File: config.mk
export PLATFORM = sky130hd
export DESIGN_NAME = apb_master
export DESIGN_NICKNAME = d
export VERILOG_FILES = /design/src/rtl/apb_master.sv
export SDC_FILE = /design/constraint.sdc
export NUM_CORES = 1
export LEC_CHECK = 0
export ABC_AREA = 1
export CORE_AREA = 2 2 99 101
export CTS_BUF_LIST = sky130_fd_sc_hd__clkbuf_2 sky130_fd_sc_hd__clkbuf_4 sky130_fd_sc_hd__clkbuf_8
export CTS_CLUSTER_DIAMETER = 30
export DETAILED_ROUTE_END_ITERATION = 6
export DIE_AREA = 0 0 101 103
export PLACE_DENSITY = 0.7
export SLEW_MARGIN = 15
export SYNTH_ARGS = -nofsm -noshare
export SYNTH_HDL_FRONTEND = slang
export SYNTH_SLANG_ARGS = --single-unit
File: constraint.sdc
create_clock -name PCLK -period 4.4 [get_ports PCLK]
set_input_delay 0.88 -clock PCLK [delete_from_list [all_inputs] [get_ports PCLK]]
set_output_delay 0.88 -clock PCLK [all_outputs]
set_load 0.005 [all_outputs]
File: src/rtl/apb_master.sv
// APB master: turns single cmd_* requests into APB3 SETUP/ACCESS transfers.
// It reports each completion with a one-cycle rsp_valid pulse.
//
// Parameters
//   ADDR_WIDTH      PADDR / cmd_addr width
//   DATA_WIDTH      PWDATA / PRDATA / cmd_wdata / rsp_rdata width
//   TIMEOUT_CYCLES  ACCESS wait-state limit (only with APB_MASTER_TIMEOUT_EN)
//
// Ports
//   PCLK, PRESETn                clock, asynchronous active-high reset
//   cmd_valid/cmd_ready          command handshake (ready only while idle)
//   cmd_write/cmd_addr/cmd_wdata command payload, captured on acceptance
//   rsp_valid/rsp_rdata/rsp_err  completion pulse, read data, error flag
//   PSEL/PENABLE/PWRITE/PADDR/PWDATA/PRDATA/PREADY  APB bus
//
// Build option
//   `define APB_MASTER_TIMEOUT_EN  adds the wait-state counter. When PREADY
//   stays low for TIMEOUT_CYCLES ACCESS cycles, the transfer ends with rsp_err=1.
//   Without this macro ACCESS waits forever and rsp_err is tied to 0.

module apb_master #(
    parameter int unsigned ADDR_WIDTH     = 10,
    parameter int unsigned DATA_WIDTH     = 32,
    parameter int unsigned TIMEOUT_CYCLES = 16
) (
    input  logic                  PCLK,
    input  logic                  PRESETn,
    input  logic                  cmd_valid,
    output logic                  cmd_ready,
    input  logic                  cmd_write,
    input  logic [ADDR_WIDTH-1:0] cmd_addr,
    input  logic [DATA_WIDTH-1:0] cmd_wdata,
    output logic                  rsp_valid,
    output logic [DATA_WIDTH-1:0] rsp_rdata,
    output logic                  rsp_err,
    output logic                  PSEL,
    output logic                  PENABLE,
    output logic                  PWRITE,
    output logic [ADDR_WIDTH-1:0] PADDR,
    output logic [DATA_WIDTH-1:0] PWDATA,
    input  logic [DATA_WIDTH-1:0] PRDATA,
    input  logic                  PREADY
);

    typedef enum logic [1:0] {
        IDLE   = 2'd0,
        SETUP  = 2'd1,
        ACCESS = 2'd2,
        RESP   = 2'd3
    } state_e;

    state_e                  state_q, state_d;
    logic                    cmd_ready_q, cmd_ready_d;
    logic                    psel_q, psel_d;
    logic                    penable_q, penable_d;
    logic                    rsp_valid_q, rsp_valid_d;
    logic                    pwrite_q, pwrite_d;
    logic [ADDR_WIDTH-1:0]   paddr_q, paddr_d;
    logic [DATA_WIDTH-1:0]   pwdata_q, pwdata_d;
    logic [DATA_WIDTH-1:0]   rsp_rdata_q, rsp_rdata_d;
    logic                    accept_c;
    logic                    timeout_c;

    assign accept_c = (state_q == IDLE) && cmd_valid && cmd_ready_q;

`ifdef APB_MASTER_TIMEOUT_EN
    localparam int unsigned CNT_W = (TIMEOUT_CYCLES == 0) ? 1 : $clog2(TIMEOUT_CYCLES + 1);

    logic [CNT_W-1:0] wait_q, wait_d;
    logic             rsp_err_q, rsp_err_d;

    // This sample is the TIMEOUT_CYCLES-th ACCESS cycle with PREADY low.
    assign timeout_c = (state_q == ACCESS) && !PREADY &&
                       (wait_q == CNT_W'(TIMEOUT_CYCLES - 1));
    assign rsp_err   = rsp_err_q;
`else
    // TIMEOUT_CYCLES only matters when the timeout logic is built in.
    assign timeout_c = 1'b0 & (TIMEOUT_CYCLES != 0);
    assign rsp_err   = 1'b0;
`endif

    // State and output registers
    always_ff @(posedge PCLK or posedge PRESETn) begin
        if (PRESETn) begin
            state_q     <= IDLE;
            cmd_ready_q <= 1'b0;
            psel_q      <= 1'b0;
            penable_q   <= 1'b0;
            rsp_valid_q <= 1'b0;
            pwrite_q    <= 1'b0;
            paddr_q     <= '0;
            pwdata_q    <= '0;
            rsp_rdata_q <= '0;
`ifdef APB_MASTER_TIMEOUT_EN
            wait_q      <= '0;
            rsp_err_q   <= 1'b0;
`endif
        end else begin
            state_q     <= state_d;
            cmd_ready_q <= cmd_ready_d;
            psel_q      <= psel_d;
            penable_q   <= penable_d;
            rsp_valid_q <= rsp_valid_d;
            pwrite_q    <= pwrite_d;
            paddr_q     <= paddr_d;
            pwdata_q    <= pwdata_d;
            rsp_rdata_q <= rsp_rdata_d;
`ifdef APB_MASTER_TIMEOUT_EN
            wait_q      <= wait_d;
            rsp_err_q   <= rsp_err_d;
`endif
        end
    end

    // Next-state logic
    always_comb begin
        state_d = state_q;
        unique case (state_q)
            IDLE:    if (accept_c) state_d = SETUP;
            SETUP:   state_d = ACCESS;
            ACCESS:  if (PREADY || timeout_c) state_d = RESP;
            RESP:    state_d = IDLE;
            default: state_d = IDLE;
        endcase
    end

    // Output logic: decode the upcoming state so every output is a flop
    always_comb begin
        cmd_ready_d = (state_d == IDLE);
        psel_d      = (state_d == SETUP) || (state_d == ACCESS);
        penable_d   = (state_d == ACCESS);
        rsp_valid_d = (state_d == RESP);
        pwrite_d    = pwrite_q;
        paddr_d     = paddr_q;
        pwdata_d    = pwdata_q;
        rsp_rdata_d = rsp_rdata_q;

        if (accept_c) begin
            pwrite_d = cmd_write;
            paddr_d  = cmd_addr;
            pwdata_d = cmd_wdata;
        end

        // Read data is taken only on the completing ACCESS edge.
        if ((state_q == ACCESS) && PREADY && !pwrite_q) begin
            rsp_rdata_d = PRDATA;
        end

`ifdef APB_MASTER_TIMEOUT_EN
        wait_d    = wait_q;
        rsp_err_d = (state_d == RESP) && timeout_c;
        if (accept_c) begin
            wait_d = '0;
        end else if ((state_q == ACCESS) && !PREADY) begin
            wait_d = wait_q + CNT_W'(1);
        end
`endif
    end

    assign cmd_ready = cmd_ready_q;
    assign PSEL      = psel_q;
    assign PENABLE   = penable_q;
    assign rsp_valid = rsp_valid_q;
    assign PWRITE    = pwrite_q;
    assign PADDR     = paddr_q;
    assign PWDATA    = pwdata_q;
    assign rsp_rdata = rsp_rdata_q;

endmodule

# Yosys cells after proc, flatten, opt, wreduce, memory -nomap -nowiden
# Cells that the tools add are included.
# W data, S select, Z words.
# totals
regBits	81
output_inout_bits	80
# classes
n_eq_ne	6
n_mux	3
n_reduce_logical	8
# op_table
operator	count
$eq A2 B2 Y1 const B	4
$pmux W2 S4	1
$eq A2 B1 Y1 const B	2
$logic_and A1 B1 Y1	4
$logic_not A2 Y1	2
$mux W2	2
$logic_not A1 Y1	1
$logic_or A1 B1 Y1	1

# Logic depth before layout (Yosys ltp)
# logic_depth
word_depth	7
depth_mapped	7

# Worst setup path before layout
# Ideal clock, no wire load.
# synth_timing
kind	input-to-reg
start	input cmd_valid
end	register psel_q, in the netlist PSEL
arrival_time_ns	1.502
t_required_ns	4.274
path_slack_ns	2.772
stages	4
n_path_buf	1
path_cell_list	nand3_2 buf_6 nand3_1 ha_1
# synth_between
elab_chain_len	6
elab_cells_between_ends	7
classes_between	eq/ne (2); mux (2); reduce/logical (3)
# synth_rtl
element	line_no	text
start: declaration	28	input logic cmd_valid,
$logic_and A1 B1 Y1 * (2 in series)	64	assign accept_c = (state_q == IDLE) && cmd_valid && cmd_ready_q;
$mux W2 *	119	IDLE: if (accept_c) state_d = SETUP;
$pmux W2 S4 *	118	unique case (state_q)
$eq A2 B1 Y1 or $eq A2 B2 Y1 (tied branches)	130	psel_d = (state_d == SETUP) || (state_d == ACCESS);
$logic_or A1 B1 Y1 *	130	
net psel_d	54	logic psel_q, psel_d;
end signal: assignment	101	psel_q <= psel_d;
end: declaration	54	
# The timed path passes the listed nets; every way through them passes the cells marked *.
# A chain may end at the register's enable or synchronous reset.

# Final worst setup path
# layout_timing
start	input cmd_valid
end	register pwdata_q[18], in the netlist PWDATA[18]
# layout_between
elab_chain_len	2
# layout_rtl
element	line_no	text
$logic_and A1 B1 Y1 (2 in series)	64	
end signal: assignment	106	pwdata_q <= pwdata_d;
end: declaration	59	logic [DATA_WIDTH-1:0] pwdata_q, pwdata_d;
# Every way passes these cells.

==> results.json <==
{
  "status": "finished clean",
  "fin_setup_tns_ps": 0,
  "grt_pass1_wl_mm": 12.05,
  "cts_made_buffers": 9,
  "insertion_delay_ps": 340,
  "cts_setup_buffers": 0,
  "synth_area_um2": 3197,
  "clk_path_buf_depth": 2,
  "vias_per_cell": 4.222,
  "area_delta_synth_final_pct": 58.43,
  "cp.required_ps": 4600,
  "grt_max_degree": 65,
  "fmax_mhz": 425.7,
  "cts.htree.levels": 3,
  "syn_nets": 421,
  "period_minus_slack_ps": 2349,
  "place_congestion": 0.7113,
  "hpwl_mm": 5.661,
  "vias": 2588,
  "finalCritPeriodShare_pct": 53.38,
  "holdBufCountCts": 0,
  "crit_path_start_kind": "input pin",
  "hold_viol_final": 0,
  "power.leakage_nw": 2.528,
  "rsz0062_at_grt": "false",
  "wl_mm": 7.628,
  "reg2reg_slack_ps": 2400,
  "pwr-share-clk_pct": 19.4,
  "ys_ff_latch": 81,
  "antenna_found_initial": 0,
  "regArea_um2": 2027,
  "setup_viol": 0,
  "drc": 0,
  "yosys_warnings": 0,
  "design.core.area_um2": 9459,
  "rr_startpoint": "state_q[0]$_DFF_PP0_",
  "num_io_pins": 159,
  "critical-path-max-stage-delay_ps": 500,
  "wl_per_cell_um": 12.44,
  "crit_chain": "clkdlybuf4s50_1 -> nand3_2 -> buf_4 -> nand2_1 -> o21ai_0",
  "whs_ps": 488.9,
  "holdPathEnd": "rsp_rdata[8]$_DFFE_PP0P_",
  "grt_pass1_vias": 2489,
  "holdCritPathClass": "reg -> reg",
  "reg2reg_depth": 6,
  "dr.pass1.iters": 4,
  "power.density_nw_per_um2": 620.4,
  "crit_buf_inv": 2,
  "min_path_cells": 2,
  "criticalPathCategory": "in -> reg",
  "overflow": 0,
  "peakVddDrop_mv": 0.2310,
  "synth_area_per_cell_um2": 9.430,
  "fillers": 874,
  "seqPwrFrac_pct": 40.6,
  "die_h_um": 103,
  "layout-drive-gt1-share_pct": 5.210,
  "p_sw_mw": 0.9428,
  "multi_input_area_um2": 770.7,
  "seq_area_frac_synth_pct": 63.41,
  "min-delay-start": "rsp_rdata[8]$_DFFE_PP0P_",
  "path_delay_family": "buffers and inverters",
  "max_slew_margin_pct": 57.06,
  "cts_resized": 0,
  "worst_pin_slew_ps": 643.4,
  "place_area_um2": 4836,
  "start_util_pct": 33.80,
  "clkTransAtPathRegs_ps": 90,
  "finalMaxSlewViolations": 0,
  "cts.sinks": 81,
  "nNetsFinal": 576,
  "swShare_pct": 30.01,
  "critPathCaptureType": "flip-flop",
  "fin_skew_ps": 14.98,
  "slowest_stage": "buf_4",
  "maxCapViolCount": 0,
  "arrival_ps": 2550,
  "syn_inst": 339,
  "final_cell_area_um2": 5065,
  "n_antenna_cell": 0,
  "cts_root_buffer": "clkbuf_8",
  "p_int_mw": 2.199,
  "drtIter0Drc": 76,
  "dieArea_um2": 10400,
  "worstReg2RegEnd": "PWDATA[18]$_DFFE_PP0P_",
  "synth.distinct_cells": 17,
  "detail-route-antenna-nets": 0,
  "num_rows": 36,
  "cp_max_fo": 52,
  "power_frac_comb_pct": 40.0,
  "io_buffer_count": 157,
  "cts_tree": "built",
  "track_usage_pct": 14.66,
  "dieWidth_um": 101,
  "p_total_mw": 3.142
}
worst reg2reg max path: stages (launching register included):
cell and delay (ps):
dfrtp_1 390, inv_1 80, ha_1 210, nand3_2 470, buf_4 510, nand2_1 130
o21ai_0 90
cells in the mapped netlist:
| library cell | count | area (um2) |
|---|---|---|
| buf_2 | 6 | 30.03 |
| buf_4 | 1 | 7.510 |
| buf_6 | 3 | 33.78 |
| clkbuf_1 | 2 | 7.510 |
| clkbuf_2 | 4 | 20.02 |
| conb_1 | 1 | 3.750 |
| dfrtp_1 | 81 | 2027 |
| ha_1 | 3 | 37.54 |
| inv_1 | 80 | 300.3 |
| nand2_1 | 75 | 281.5 |
| nand3_1 | 3 | 15.01 |
| nand3_2 | 1 | 10.01 |
| nand3b_4 | 1 | 20.02 |
| nor2_1 | 2 | 7.510 |
| o21ai_0 | 54 | 270.3 |
| o21ai_1 | 18 | 90.09 |
| o21ai_2 | 4 | 35.03 |
sequential cells by signal, summed over array words and instances (netlist names):
name       flops
state_q        2
PWRITE         1
PADDR         10
PSEL           1
PENABLE        1
rsp_valid      1
cmd_ready      1
rsp_rdata     32
PWDATA        32
metal layers:
metal,vias up,GRT usage [%],part of all wire (%)
met5,-,0,0
met4,0,3.742,0.35
met3,4,4.475,6.6
met2,86,24.41,50
met1,1176,18.79,43
li1,1322,-,-
how the worst max path moves through the flow:
| stage | depth (start not counted) | from | endpoint | slack (ps) |
|---|---|---|---|---|
| final | 5 | cmd_valid | PWDATA[18]$_DFFE_PP0P_ | 2050 |
| after global routing | 5 | cmd_valid | PADDR[2]$_DFFE_PP0P_ | 1880 |
| after CTS | 5 | cmd_valid | PWDATA[18]$_DFFE_PP0P_ | 2030 |
| after detailed placement | 5 | cmd_valid | PWDATA[18]$_DFFE_PP0P_ | 1660 |
| after global placement | 5 | cmd_valid | PADDR[4]$_DFFE_PP0P_ | 1740 |
| after floorplan | 1 | PRESETn | PADDR[0]$_DFFE_PP0P_ | 1440 |
through the flow:
| step | instances | setup slack (ps) | utilization, % |
|---|---|---|---|
| final | 613 | 2051 | 53.55 |
| after CTS | 613 | 2027 | 53.55 |
| after global routing | 613 | 1884 | 53.55 |
| after global placement | 597 | 1742 | 51.12 |
| after detailed placement | 597 | 1664 | 51.12 |
| after floorplan | 339 | 1440 | - |
power groups by stage:
stage	Combinational [mW]	Clock, mW	Sequential [mW]
CTS	1.28	0.633	1.28
finish	1.26	0.610	1.28
global placement	1.24	0	1.28
detailed placement	1.28	0	1.29
floorplan	0.437	0	1.29
global route	1.41	0.664	1.32
cell type report:
cell class              instances  share of cell area (%)
well taps                     114                   2.816
clock buffers                  10                   2.717
clock inverters                 6                   1.803
multi-input cells             162                   15.22
repair buffers                160                   31.47
inverters                      80                   5.954
flip-flops and latches         81                   40.02
logic make-up after synthesis:
kind of cell	count (synthesis)	synth area share [%]
other	1	0.1173
AO/OA/AOI/OAI	76	12.37
adder cells (fa/ha/maj)	3	1.174
buffers and inverters	96	12.49
AND/OR/NAND/NOR	82	10.45
flip-flops	81	63.40
layout by cell type (no fill, tap or decap), drive strengths merged:
cell	count
nand3	4
nand3b	1
clkdlybuf4s50	157
o21ai	76
inv	79
bufinv	2
clkinv	5
ha	3
clkbuf	10
dfrtp	81
nor2	2
conb	1
nand2	75
buf	3
Power figures use the tool's default switching activity.
==> variant 1 (same settings) <==
`ADDR_WIDTH`: 10 -> 9.
--- a/src/rtl/apb_master.sv
+++ b/src/rtl/apb_master.sv
@@ -21,3 +21,3 @@
 module apb_master #(
-    parameter int unsigned ADDR_WIDTH     = 10,
+    parameter int unsigned ADDR_WIDTH     = 9,
     parameter int unsigned DATA_WIDTH     = 32,
Interface: changed (resized PADDR and cmd_addr); port bits go from 159 to 157. The function was not compared with the original's and may differ.
==> variant 1 against the unedited design <==
- setup slack better by 110 ps
- combinational power grew 5%
- count of clock-buffer cells in the layout is the same
- power rose by 1.5%
- worst hold slack worse by 3.3 ps
- sequential cell count fell by 1
- cell area did not move
- routed wire length is 3.9% lower
- synthesized area grew 2.3%
- largest power group is now combinational cells
==> variant 1: results (changes against the unedited design) <==
* CP max stage cell: clkdlybuf4s50_1
* Leak at 2.52 nW (-0.33%)
* Setup crit end: PWDATA[24]$_DFFE_PP0P_
* GRT Total Usage at 14.0% (-0.69 points)
* Synth area leaders: dfrtp_1 (61%), inv_1 (9.1%), nand2_1 (8.5%)
* Synth Area in Adders at 1.15% (-0.026 points)
* CP arrival at 2430 ps (-120 ps)
* Max transition margin at 43.0% (-14 points)
* Hold Path Origin: rsp_rdata[19]$_DFFE_PP0P_
* CTS clk-pin slew, worst paths at 70 ps (-20 ps)
* Hold slack at 486 ps (-3.26 ps)
* Clock network power share at 19.6% (+0.2 points)
* Status: finished clean
* Register-to-register setup slack at 2540 ps (+140 ps)
* Pre-CTS setup slack at 1830 ps (+166 ps)
* Hold path endpoint: rsp_rdata[19]$_DFFE_PP0P_
* Total Wirelength at 7.33 mm (-3.9%)
* Sequential cell area fraction in the yosys report at 61.2% (-2.2 points)
* PortBufs at 155 (-1.3%)
* Slowest cell delay on critical path at 480 ps (-20 ps)
* CP Max Fanout at 62 (+19%)
* Syn_nets at 416 (-1.2%)
* Initial DRC count at 83 (+9.2%)
* H-tree Lvls at 3 (unchanged)
* Worst ir drop on vdd at 0.222 mV (-3.8%)
* First-pass GRT wire length at 11.5 mm (-4.8%)
* Worst Skew at 14.0 ps (-0.977 ps)
* Number of global-route vias before repair at 2444 (-1.8%)
* Layout cells sized above 1 at 8.15% (+2.9 points)
* FMAX at 447 MHz (+5.0%)
* Compound-Gate Fraction of Synth Area at 13.8% (+1.4 points)
* PwrDens at 630 nW/µm² (+1.5%)
* Int Power at 0.00225 W (+2.4%)
* Routability cong. at 0.740 (+4.0%)
* Post-DP HPWL at 5.39 mm (-4.8%)
* Via count at 2583 (-0.19%)
==> variant 1: routing by layer <==
metal  part of all wire [%]  global-route usage [%]  vias up
met5                      0                       0        -
met4                    1.7                    6.34        0
met3                    6.1                    2.92       13
met2                     49                    22.9       86
met1                     44                    17.9     1172
li1                       -                       -     1312
==> variant 1: worst reg2reg max path, cell delays in order (launching register included) <==
cell and delay (ps):
dfrtp_1 380, inv_1 80, ha_1 200, nand3_2 370, buf_4 480, nand2_1 140, o21ai_1 80
==> variant 1: metrics by stage <==
step	cell area [µm²]	instances
final	5060	605
after floorplan	3270	335
after global placement	4840	591
after CTS	5060	605
after global routing	5060	605
after detailed placement	4840	591
==> variant 1: layout make-up <==
cell class                 instances  area, µm²
fill                             861       4390
clock inverter                     4       95.1
sequential                        80       2000
multi-input combinational        160        822
timing repair buffer             158       1570
clock buffer                      10        131
inverter                          79        298
tap                              114        143
==> variant 2 (same flow settings) <==
Without the edit above. The 4 states of `state_e` get a one-hot encoding in 4 bits.
--- a/src/rtl/apb_master.sv
+++ b/src/rtl/apb_master.sv
@@ -44,7 +44,7 @@
 
-    typedef enum logic [1:0] {
-        IDLE   = 2'd0,
-        SETUP  = 2'd1,
-        ACCESS = 2'd2,
-        RESP   = 2'd3
+    typedef enum logic [3:0] {
+        IDLE   = 4'b0001,
+        SETUP  = 4'b0010,
+        ACCESS = 4'b0100,
+        RESP   = 4'b1000
     } state_e;
Check against the original RTL: no difference found for any inputs over 10 cycles, from zero or initial values and one cycle with PRESETn high; not proved beyond that.
==> variant 2 against the unedited design <==
- critical path type unchanged
- utilization increased by 0.81 points
- critical path depth fell by 1
- via count grew 11%
- cell count is 2.6% higher
- routed wire length increased by 13%
- clock power up 2%
- cell area rose by 1.5%
- power increased by 2.9%
- largest cell class unchanged
- setup slack got worse by 26 ps
- highest routed layer unchanged
- sequential cell count increased by 2
- synthesized area increased by 3.1%
==> variant 2: results (changes against the unedited design) <==
* Status: finished clean
* Met2 GRT Util at 25.4% (+1.0 points)
* Largest net degree at the start of global routing at 61 (-6.2%)
* CP Max Fanout at 44 (-15%)
* Met3 Use GR at 8.34% (+3.9 points)
* Routability cong. at 0.719 (+1.0%)
* Syn Area/Cell at 9.15 µm² (-2.9%)
* Number of global-route vias before repair at 2774 (+11%)
* Placement Cell Area at 4910 µm² (+1.5%)
* Worst path top cell family by delay: simple AND/OR/NAND/NOR gates
* Number of placed instances, taps included at 613 (+2.7%)
* Final Non-Filler Cells at 629 (+2.6%)
* Worst reg2reg startpoint: state_q[0]$_DFF_PP1_
* Worst ir drop on vdd at 0.322 mV (+39%)
* Netlist cell types at 18 (+1)
* Most frequent cells after synthesis: nand2_1 (199), dfrtp_1 (82), nand4_1 (34)
* Layout cells sized above 1 at 5.63% (+0.42 points)
* Sequential cell area fraction in the yosys report at 63.1% (-0.35 points)
* Post-DP HPWL at 5.99 mm (+5.9%)
* M1 WL at 3.75 mm (+13%)
* Hold Path Origin: PWDATA[6]$_DFFE_PP0P_
* Metal3 WL at 1.07 mm (+110%)
* CP arrival at 2590 ps (+40 ps)
* Worst-Margin Slew at 1120 ps (+472 ps)
* CP max stage cell: nand4_2
* Leak at 2.53 nW (+0.11%)
* GRT met1 Usage at 21.6% (+2.8 points)
* Synth Area in Adders at 0% (-1.2 points)
* CTS clk-pin slew, worst paths at 80 ps
* Synth area leaders: dfrtp_1 (62%), nand2_1 (23%), nand4_1 (6.5%)
* Compound-Gate Fraction of Synth Area at 0% (-12 points)
* First-pass GRT wire length at 13.6 mm (+13%)
* Slowest cell delay on critical path at 850 ps (+350 ps)
* Syn_nets at 439 (+4.3%)
* GRT Total Usage at 16.7% (+2.0 points)
* Pre-CTS setup slack at 1640 ps (-22.9 ps)
* Total Wirelength at 8.60 mm (+13%)
* DR vias/cell at 4.57 (+8.3%)
variant 2: cell types whose count changed after synthesis, moves of 4 or more:
| cell | delta |
|---|---|
| o21ai_2 | -4 |
| o21ai_1 | -18 |
| o21ai_0 | -54 |
| clkbuf_2 | -4 |
| nand4_1 | +34 |
| inv_1 | -73 |
| nand2_1 | +124 |
variant 2: kinds of logic (layout without fill, tap and decap cells):
group,count (synthesis),count (layout)
other,1,1
AND/OR/NAND/NOR,246,246
flip-flops,83,83
buffers and inverters,30,185
variant 2: worst reg2reg max path, stage by stage, from the launching register on:
cell and delay (ps):
dfstp_2 550, inv_2 50, nor2_2 130, nand4_2 840, nand2_1 300, nand2_1 70
variant 2: power by group through the flow:
stage | registers (W) | logic [W] | clock network (W)
3_5_place_dp | 0.00130 | 0.00134 | 0
3_3_place_gp | 0.00129 | 0.00132 | 0
6_report | 0.00129 | 0.00132 | 0.000623
5_1_grt | 0.00133 | 0.00147 | 0.000675
4_1_cts | 0.00129 | 0.00135 | 0.000641
2_1_floorplan | 0.00131 | 0.000494 | 0
variant 2: final timing paths:
check / endpoint / slack, ps / cells after the start
setup / recovery: PADDR[2]$_DFFE_PP0P_ / 2020 / 4
hold / removal: PWDATA[6]$_DFFE_PP0P_ / 470 / 2
setup reg to reg: PADDR[2]$_DFFE_PP0P_ / 2330 / 5
hold reg to reg: PWDATA[6]$_DFFE_PP0P_ / 470 / 2
max in group asynchronous: rsp_rdata[20]$_DFFE_PP0P_ / 2690 / 3
min in group asynchronous: rsp_rdata[14]$_DFFE_PP0P_ / 1010 / 2
variant 2: area by class of cell:
class,instances,area (µm²)
multi-input combinational,247,1050
clock inverter,4,72.6
sequential,83,2080
inverter,8,32.5
clock buffer,12,159
fill,860,4320
tap,114,143
timing repair buffer,161,1600
